## config.mk

```make
export PLATFORM = sky130hd
export DESIGN_NAME = cmult_acc
export DESIGN_NICKNAME = d
export VERILOG_FILES = /design/src/rtl/cmult_acc_pkg.sv /design/src/rtl/cmult_acc_lane.sv /design/src/rtl/cmult_acc.sv
export SDC_FILE = /design/constraint.sdc
export NUM_CORES = 1
export LEC_CHECK = 0
export BUFFER_PORTS_ARGS = -buffer_cell sky130_fd_sc_hd__buf_2
export CAP_MARGIN = 30
export CORE_ASPECT_RATIO = 1.1
export CORE_MARGIN = 3
export CORE_UTILIZATION = 50
export DETAILED_ROUTE_END_ITERATION = 8
export MAX_ROUTING_LAYER = met4
export PLACE_DENSITY = 0.7
export REMOVE_ABC_BUFFERS = 1
export SYNTH_ARGS = -nofsm -noshare
export SYNTH_HDL_FRONTEND = slang
export SYNTH_SLANG_ARGS = --single-unit
```

## constraint.sdc

```tcl
create_clock -name clk -period 4.25 [get_ports clk]
set_input_delay 0.2125 -clock clk [delete_from_list [all_inputs] [get_ports clk]]
set_output_delay 0.2125 -clock clk [all_outputs]
set_load 0.005 [all_outputs]
```

## src/rtl/cmult_acc_pkg.sv

```systemverilog
// Shared types and helpers for the complex accumulator.
//   state_e  : frame FSM states
//   sat_max  : largest value of an aw-bit signed accumulator
//   sat_min  : smallest value of an aw-bit signed accumulator
package cmult_acc_pkg;

    typedef enum logic [0:0] {
        IDLE = 1'b0,
        RUN  = 1'b1
    } state_e;

    // +(2^(aw-1) - 1)
    function automatic longint sat_max(input int unsigned aw);
        return (longint'(1) <<< (aw - 32'd1)) - longint'(1);
    endfunction

    // -2^(aw-1)
    function automatic longint sat_min(input int unsigned aw);
        return -(longint'(1) <<< (aw - 32'd1));
    endfunction

endpackage

```

## src/rtl/cmult_acc_lane.sv

```systemverilog
// One lane (real or imaginary) of the complex accumulator.
// Ports:
//   clk, rst_n : clock, async active-low reset
//   load       : start a new sum with the sign-extended input
//   add        : add the input into the running sum with saturation
//   din        : signed product
//   acc_nxt_c  : value the accumulator takes on this beat (combinational)
//   clamp_c    : this beat's add saturated (combinational)
module cmult_acc_lane
    import cmult_acc_pkg::*;
#(
    parameter int unsigned PWIDTH = 18,
    parameter int unsigned AW     = 26
) (
    input  logic                     clk,
    input  logic                     rst_n,
    input  logic                     load,
    input  logic                     add,
    input  logic signed [PWIDTH-1:0] din,
    output logic signed [AW-1:0]     acc_nxt_c,
    output logic                     clamp_c
);

    localparam logic signed [AW-1:0] ACC_MAX = AW'(sat_max(AW));
    localparam logic signed [AW-1:0] ACC_MIN = AW'(sat_min(AW));

    logic signed [AW-1:0] acc_q;
    logic signed [AW-1:0] acc_d;
    logic signed [AW-1:0] din_ext;
    logic signed [AW:0]   sum;

    // Next value: load, or a one-bit-wider add clamped back into AW bits.
    always_comb begin
        din_ext   = AW'(din);
        sum       = (AW+1)'(acc_q) + (AW+1)'(din_ext);
        clamp_c   = 1'b0;
        acc_nxt_c = din_ext;
        if (add) begin
            if (sum[AW] != sum[AW-1]) begin
                clamp_c   = 1'b1;
                acc_nxt_c = sum[AW] ? ACC_MIN : ACC_MAX;
            end else begin
                acc_nxt_c = sum[AW-1:0];
            end
        end
        acc_d = acc_q;
        if (load || add) begin
            acc_d = acc_nxt_c;
        end
    end

    always_ff @(posedge clk or negedge rst_n) begin
        if (!rst_n) begin
            acc_q <= '0;
        end else begin
            acc_q <= acc_d;
        end
    end

endmodule

```

## src/rtl/cmult_acc.sv

```systemverilog
// Complex frame accumulator behind the complex multiplier.
// Sums pr/pi products over a frame (closed by in_last or MAX_LEN samples)
// and presents the result in a valid/ready output register.
// Ports:
//   clk, rst_n           : clock, async active-low reset
//   in_valid, in_last    : product strobe and end-of-frame marker
//   in_pr, in_pi         : signed products
//   out_ready            : consumer accepts the held result
//   err_clr              : clears drop_err
//   out_valid            : result register full
//   out_re, out_im       : accumulated sums
//   out_count            : samples in the frame
//   out_sat, out_trunc   : saturation seen / frame closed by MAX_LEN
//   drop_err             : sticky, a result was discarded
module cmult_acc
    import cmult_acc_pkg::*;
#(
    parameter  int unsigned PWIDTH  = 18,
    parameter  int unsigned GUARD   = 8,
    parameter  int unsigned MAX_LEN = 64,
    localparam int unsigned AW      = PWIDTH + GUARD,
    localparam int unsigned CW      = $clog2(MAX_LEN + 1)
) (
    input  logic                     clk,
    input  logic                     rst_n,
    input  logic                     in_valid,
    input  logic                     in_last,
    input  logic signed [PWIDTH-1:0] in_pr,
    input  logic signed [PWIDTH-1:0] in_pi,
    input  logic                     out_ready,
    input  logic                     err_clr,
    output logic                     out_valid,
    output logic signed [AW-1:0]     out_re,
    output logic signed [AW-1:0]     out_im,
    output logic [CW-1:0]            out_count,
    output logic                     out_sat,
    output logic                     out_trunc,
    output logic                     drop_err
);

    state_e state_q, state_d;
    logic [CW-1:0] cnt_q, cnt_d, cnt_nxt;
    logic          sat_q, sat_d, sat_nxt;

    logic          load, add, close, hit_max, trunc;
    logic          clamp_re, clamp_im;
    logic signed [AW-1:0] acc_re_nxt, acc_im_nxt;

    logic                 out_valid_q, out_valid_d;
    logic signed [AW-1:0] res_re_q, res_re_d;
    logic signed [AW-1:0] res_im_q, res_im_d;
    logic [CW-1:0]        res_cnt_q, res_cnt_d;
    logic                 res_sat_q, res_sat_d;
    logic                 res_trunc_q, res_trunc_d;
    logic                 drop_q, drop_d;

    cmult_acc_lane #(.PWIDTH(PWIDTH), .AW(AW)) u_lane_re (
        .clk       (clk),
        .rst_n     (rst_n),
        .load      (load),
        .add       (add),
        .din       (in_pr),
        .acc_nxt_c (acc_re_nxt),
        .clamp_c   (clamp_re)
    );

    cmult_acc_lane #(.PWIDTH(PWIDTH), .AW(AW)) u_lane_im (
        .clk       (clk),
        .rst_n     (rst_n),
        .load      (load),
        .add       (add),
        .din       (in_pi),
        .acc_nxt_c (acc_im_nxt),
        .clamp_c   (clamp_im)
    );

    // Frame FSM: first beat loads, later beats add; a close returns to IDLE.
    always_comb begin
        state_d = state_q;
        cnt_d   = cnt_q;
        sat_d   = sat_q;
        load    = 1'b0;
        add     = 1'b0;
        cnt_nxt = CW'(1);
        sat_nxt = 1'b0;

        case (state_q)
            IDLE: begin
                load    = in_valid;
                cnt_nxt = CW'(1);
                sat_nxt = 1'b0;
            end
            RUN: begin
                add     = in_valid;
                cnt_nxt = cnt_q + CW'(1);
                sat_nxt = sat_q | clamp_re | clamp_im;
            end
            default: begin
                state_d = IDLE;
            end
        endcase

        hit_max = (cnt_nxt == CW'(MAX_LEN));
        close   = in_valid & (in_last | hit_max);
        trunc   = hit_max & ~in_last;

        if (in_valid) begin
            cnt_d   = cnt_nxt;
            sat_d   = sat_nxt;
            state_d = close ? IDLE : RUN;
        end
    end

    // Result register, handshake and drop reporting.
    always_comb begin
        out_valid_d = out_valid_q;
        res_re_d    = res_re_q;
        res_im_d    = res_im_q;
        res_cnt_d   = res_cnt_q;
        res_sat_d   = res_sat_q;
        res_trunc_d = res_trunc_q;
        drop_d      = drop_q;

        if (close && (!out_valid_q || out_ready)) begin
            out_valid_d = 1'b1;
            res_re_d    = acc_re_nxt;
            res_im_d    = acc_im_nxt;
            res_cnt_d   = cnt_nxt;
            res_sat_d   = sat_nxt;
            res_trunc_d = trunc;
        end else if (out_valid_q && out_ready) begin
            out_valid_d = 1'b0;
        end

        // A new drop beats a simultaneous clear.
        if (close && out_valid_q && !out_ready) begin
            drop_d = 1'b1;
        end else if (err_clr) begin
            drop_d = 1'b0;
        end
    end

    always_ff @(posedge clk or negedge rst_n) begin
        if (!rst_n) begin
            state_q     <= IDLE;
            cnt_q       <= '0;
            sat_q       <= 1'b0;
            out_valid_q <= 1'b0;
            res_re_q    <= '0;
            res_im_q    <= '0;
            res_cnt_q   <= '0;
            res_sat_q   <= 1'b0;
            res_trunc_q <= 1'b0;
            drop_q      <= 1'b0;
        end else begin
            state_q     <= state_d;
            cnt_q       <= cnt_d;
            sat_q       <= sat_d;
            out_valid_q <= out_valid_d;
            res_re_q    <= res_re_d;
            res_im_q    <= res_im_d;
            res_cnt_q   <= res_cnt_d;
            res_sat_q   <= res_sat_d;
            res_trunc_q <= res_trunc_d;
            drop_q      <= drop_d;
        end
    end

    assign out_valid = out_valid_q;
    assign out_re    = res_re_q;
    assign out_im    = res_im_q;
    assign out_count = res_cnt_q;
    assign out_sat   = res_sat_q;
    assign out_trunc = res_trunc_q;
    assign drop_err  = drop_q;

endmodule

```

==> flow_summary.ini <==
[status]
status = finished, final reports clean

[pwr]
power_frac_seq_pct = 26.9
pwr-share-comb_pct = 47.3
power.switching_mw = 2.499
ir_drop_uv = 325.1
powerDensity_nw_per_um2 = 620.6
clock_power_share_pct = 25.8
sw_frac_of_total_pct = 40.66
internal_power_mw = 3.647
p_leak_nw = 4.483

[final_layout]
diodes = 0
area_delta_synth_final_pct = 15.76
drive_above_1_share_pct = 16.10
post-route-util_pct = 59.83
design_area_sq_um = 9905
register_area_sq_um = 3103
n_fill_cell = 1527
fin_nets = 1196
multiInputGateArea_sq_um = 5152

[clock_tree]
cts_buffers = 17
cts_max_path_buffers = 2
htreeDepth = 4
ctsRootBufferMaster = clkbuf_16
cts_tree = done
clkSlewWorstSetupHoldPaths_ns = 0.06
clock_latency_ns = 0.42
cts.sinks = 124

[route]
drc = 0
ant_nets = 0
num_vias = 8003
drtIter0Drc = 581
dr.pass1.iters = 5
wl_per_cell_microns = 18.35
vias_per_cell = 6.081
drt_wl_total_mm = 24.15

[worst_setup_path]
crit_slowest_cell = o41ai_1
critPathLaunchType = flip-flop
critPathCaptureType = flip-flop
crit_top_cell = a211oi_1
worstPathMaxFanout = 5
cpPeakStageDelay_ns = 0.79
required_ns = 4.58
crit_chain = ha_1, inv_1, fa_1, nor2b_1, o31ai_1, buf_4, a211oi_1, nor3_1, o41ai_1, nor4_1, a211oi_1, nand2_1, a211oi_1
cp.buffers_inverters = 2
crit_type = flip-flop to flip-flop
critPathTopFamily = compound AO/OA/AOI/OAI gates
cp.arrival_ns = 3.83

[synthesis]
seq_area_frac_synth_pct = 36.27
synth_enable_flop_cells = 0
postSynth.asyncResetShare_pct = 100.0
syn_area_sq_um = 8556
ys_warn_count = 0
synth_cells = 1007
synth.avg_cell_area_sq_um = 8.496
yosys_most_used_dff = dfrtp_1
synth.distinct_cells = 77
synth-seq-cells = 124

[die]
core_sq_um = 16550
die_area_sq_um = 18720
io_pins = 105
die_x_microns = 130.7
initial_utilization_pct = 51.69
rows = 49
fp.dieH_microns = 143.2

[worst_hold_path]
hold_class = input pin to flip-flop

[placement]
place.gp.congestion = 0.9663
numPortBuffers = 104
dp_hpwl_mm = 16.98
postPlaceCellArea_sq_um = 9251

[global_route]
track_usage_pct = 27.51
grt_max_degree = 65
grt-ovfl-total = 0
antenna_found_initial = 0
grt_pass1_vias = 7901
grt_pass1_wl_mm = 40.03

[timing]
hold_viol = 0
slew_violations = 0
period_minus_slack_ns = 3.498
fin_crit_sh_pct = 82.31
fin_worst_skew_ns = 0.009073
max_slew.worst_pin.slew_ns = 0.8469
slew_headroom_pct = 43.54
fmax_mhz = 285.9
setup_viol = 0
rsz0062_at_grt = no

[job]
drv_cap = 0
## cell families after synthesis
group	synth area share [%]
and+or+nand+nor	17.91
buffers and inverters	3.539
AOI/OAI and AO/OA	28.01
muxes	1.126
DFF	36.27
xor gates and xnor gates	4.694
adders and majority gates	8.453
## final timing paths
check                                         from            endpoint  slack [ns]  cells after the start
max in group asynchronous                    rst_n  u_lane_im.acc_q[0]        2.84                      3
min in group asynchronous                    rst_n        out_count[6]        0.43                      2
worst min-delay path                       in_last           out_trunc        0.02                      2
worst min register to register        out_count[5]        out_count[5]        0.47                      2
worst max register to register  u_lane_re.acc_q[0]          out_re[24]        0.75                     13
worst max-delay path            u_lane_re.acc_q[0]          out_re[24]        0.75                     13
## repair_timing
action | in CTS | in global routing
hold buffers | 2 | 0
buffers inserted | 0 | 0
endpoints found under the hold margin | 63 | 0
resized for setup | 0 | 0
## metal layers
layer  GRT usage [%]  vias up  routed length (microns)
li1                -     3902                        -
met1           36.50     3806                    10740
met2           43.21      244                    11520
met3           3.779       51                     1284
met4           9.691        0                      612
met5               -        -                        0
## power groups by stage
stage | Sequential, mW | Combinational [mW] | Clock, mW
global route | 1.69 | 3.22 | 1.65
floorplan | 1.65 | 2.05 | 0
finish | 1.66 | 2.91 | 1.58
detailed placement | 1.67 | 2.86 | 0
CTS | 1.65 | 2.88 | 1.60
global placement | 1.67 | 2.82 | 0
## cell usage after synthesis, types with 5 or more instances
library cell  instances  share of area (%)
nand3_1              42                2.5
a21o_1               24                2.1
xor2_1               14                1.4
a211oi_1             18                1.6
and3_1               12               0.88
ha_1                 53                7.8
nand4_1               8               0.58
o21ai_1               8               0.47
a221o_1               6               0.70
nor3_1                9               0.53
o21bai_1              5               0.44
o2bb2ai_1            12                1.2
o211ai_1             21                1.8
clkbuf_1             40                1.8
dfrtp_1             124                 36
buf_2                 5               0.29
xnor2_1              30                3.1
nor2_1               83                3.6
a21boi_0              5               0.44
mux2_2                5               0.66
a21oi_1              94                5.5
and2_1                6               0.44
o21a_1               10               0.88
o21ai_0              82                4.8
nor2b_1              13               0.95
a31oi_1              30                2.2
nand2_1             124                5.4
or3_1                 9               0.66
o31ai_1               5               0.44
nand2b_1             11               0.80
inv_1                22               0.97
## final cells by class
| cell class | count | share of cell area, % |
|---|---|---|
| Timing Repair Buffer | 124 | 6.847 |
| Sequential cell | 124 | 31.33 |
| Clock buffer | 19 | 4.472 |
| Clock inverter | 13 | 1.920 |
| Tap cell | 204 | 2.577 |
| Multi-Input combinational cell | 810 | 52.02 |
| Inverter | 22 | 0.8338 |
## layout by cell type, fill, tap and decap left out, types with 13 or more instances in the layout
cell type	count
nand2_1	124
dfrtp_1	124
buf_2	103
a21oi_1	94
nor2_1	82
o21ai_0	82
ha_1	53
nand3_1	42
a31oi_1	30
xnor2_1	30
a21o_1	24
inv_1	22
o211ai_1	21
buf_4	19
a211oi_1	18
clkbuf_16	17
xor2_1	14
nor2b_1	13
## through the flow
step                      instances  power (mW)  TNS [ns]  hold WS [ns]  worst slack (ns)
after floorplan                 956       3.706   -0.8154      -0.08309           -0.1210
final                          1316       6.146         0       0.01560            0.7520
after CTS                      1316       6.130         0      0.006040            0.7571
after detailed placement       1282       4.526         0        0.3785            0.7958
after global placement         1282       4.488         0        0.3605            0.8171
after global routing           1316       6.564         0       0.03264            0.4623
## flip-flops by register name (all words and copies together), names as in the netlist
register	cells
out_im	26
out_re	26
u_lane_im.acc_q	26
u_lane_re.acc_q	26
cnt_q	7
out_count	7
drop_err	1
out_sat	1
out_trunc	1
out_valid	1
sat_q	1
state_q	1
Power figures use the tool's default switching activity.
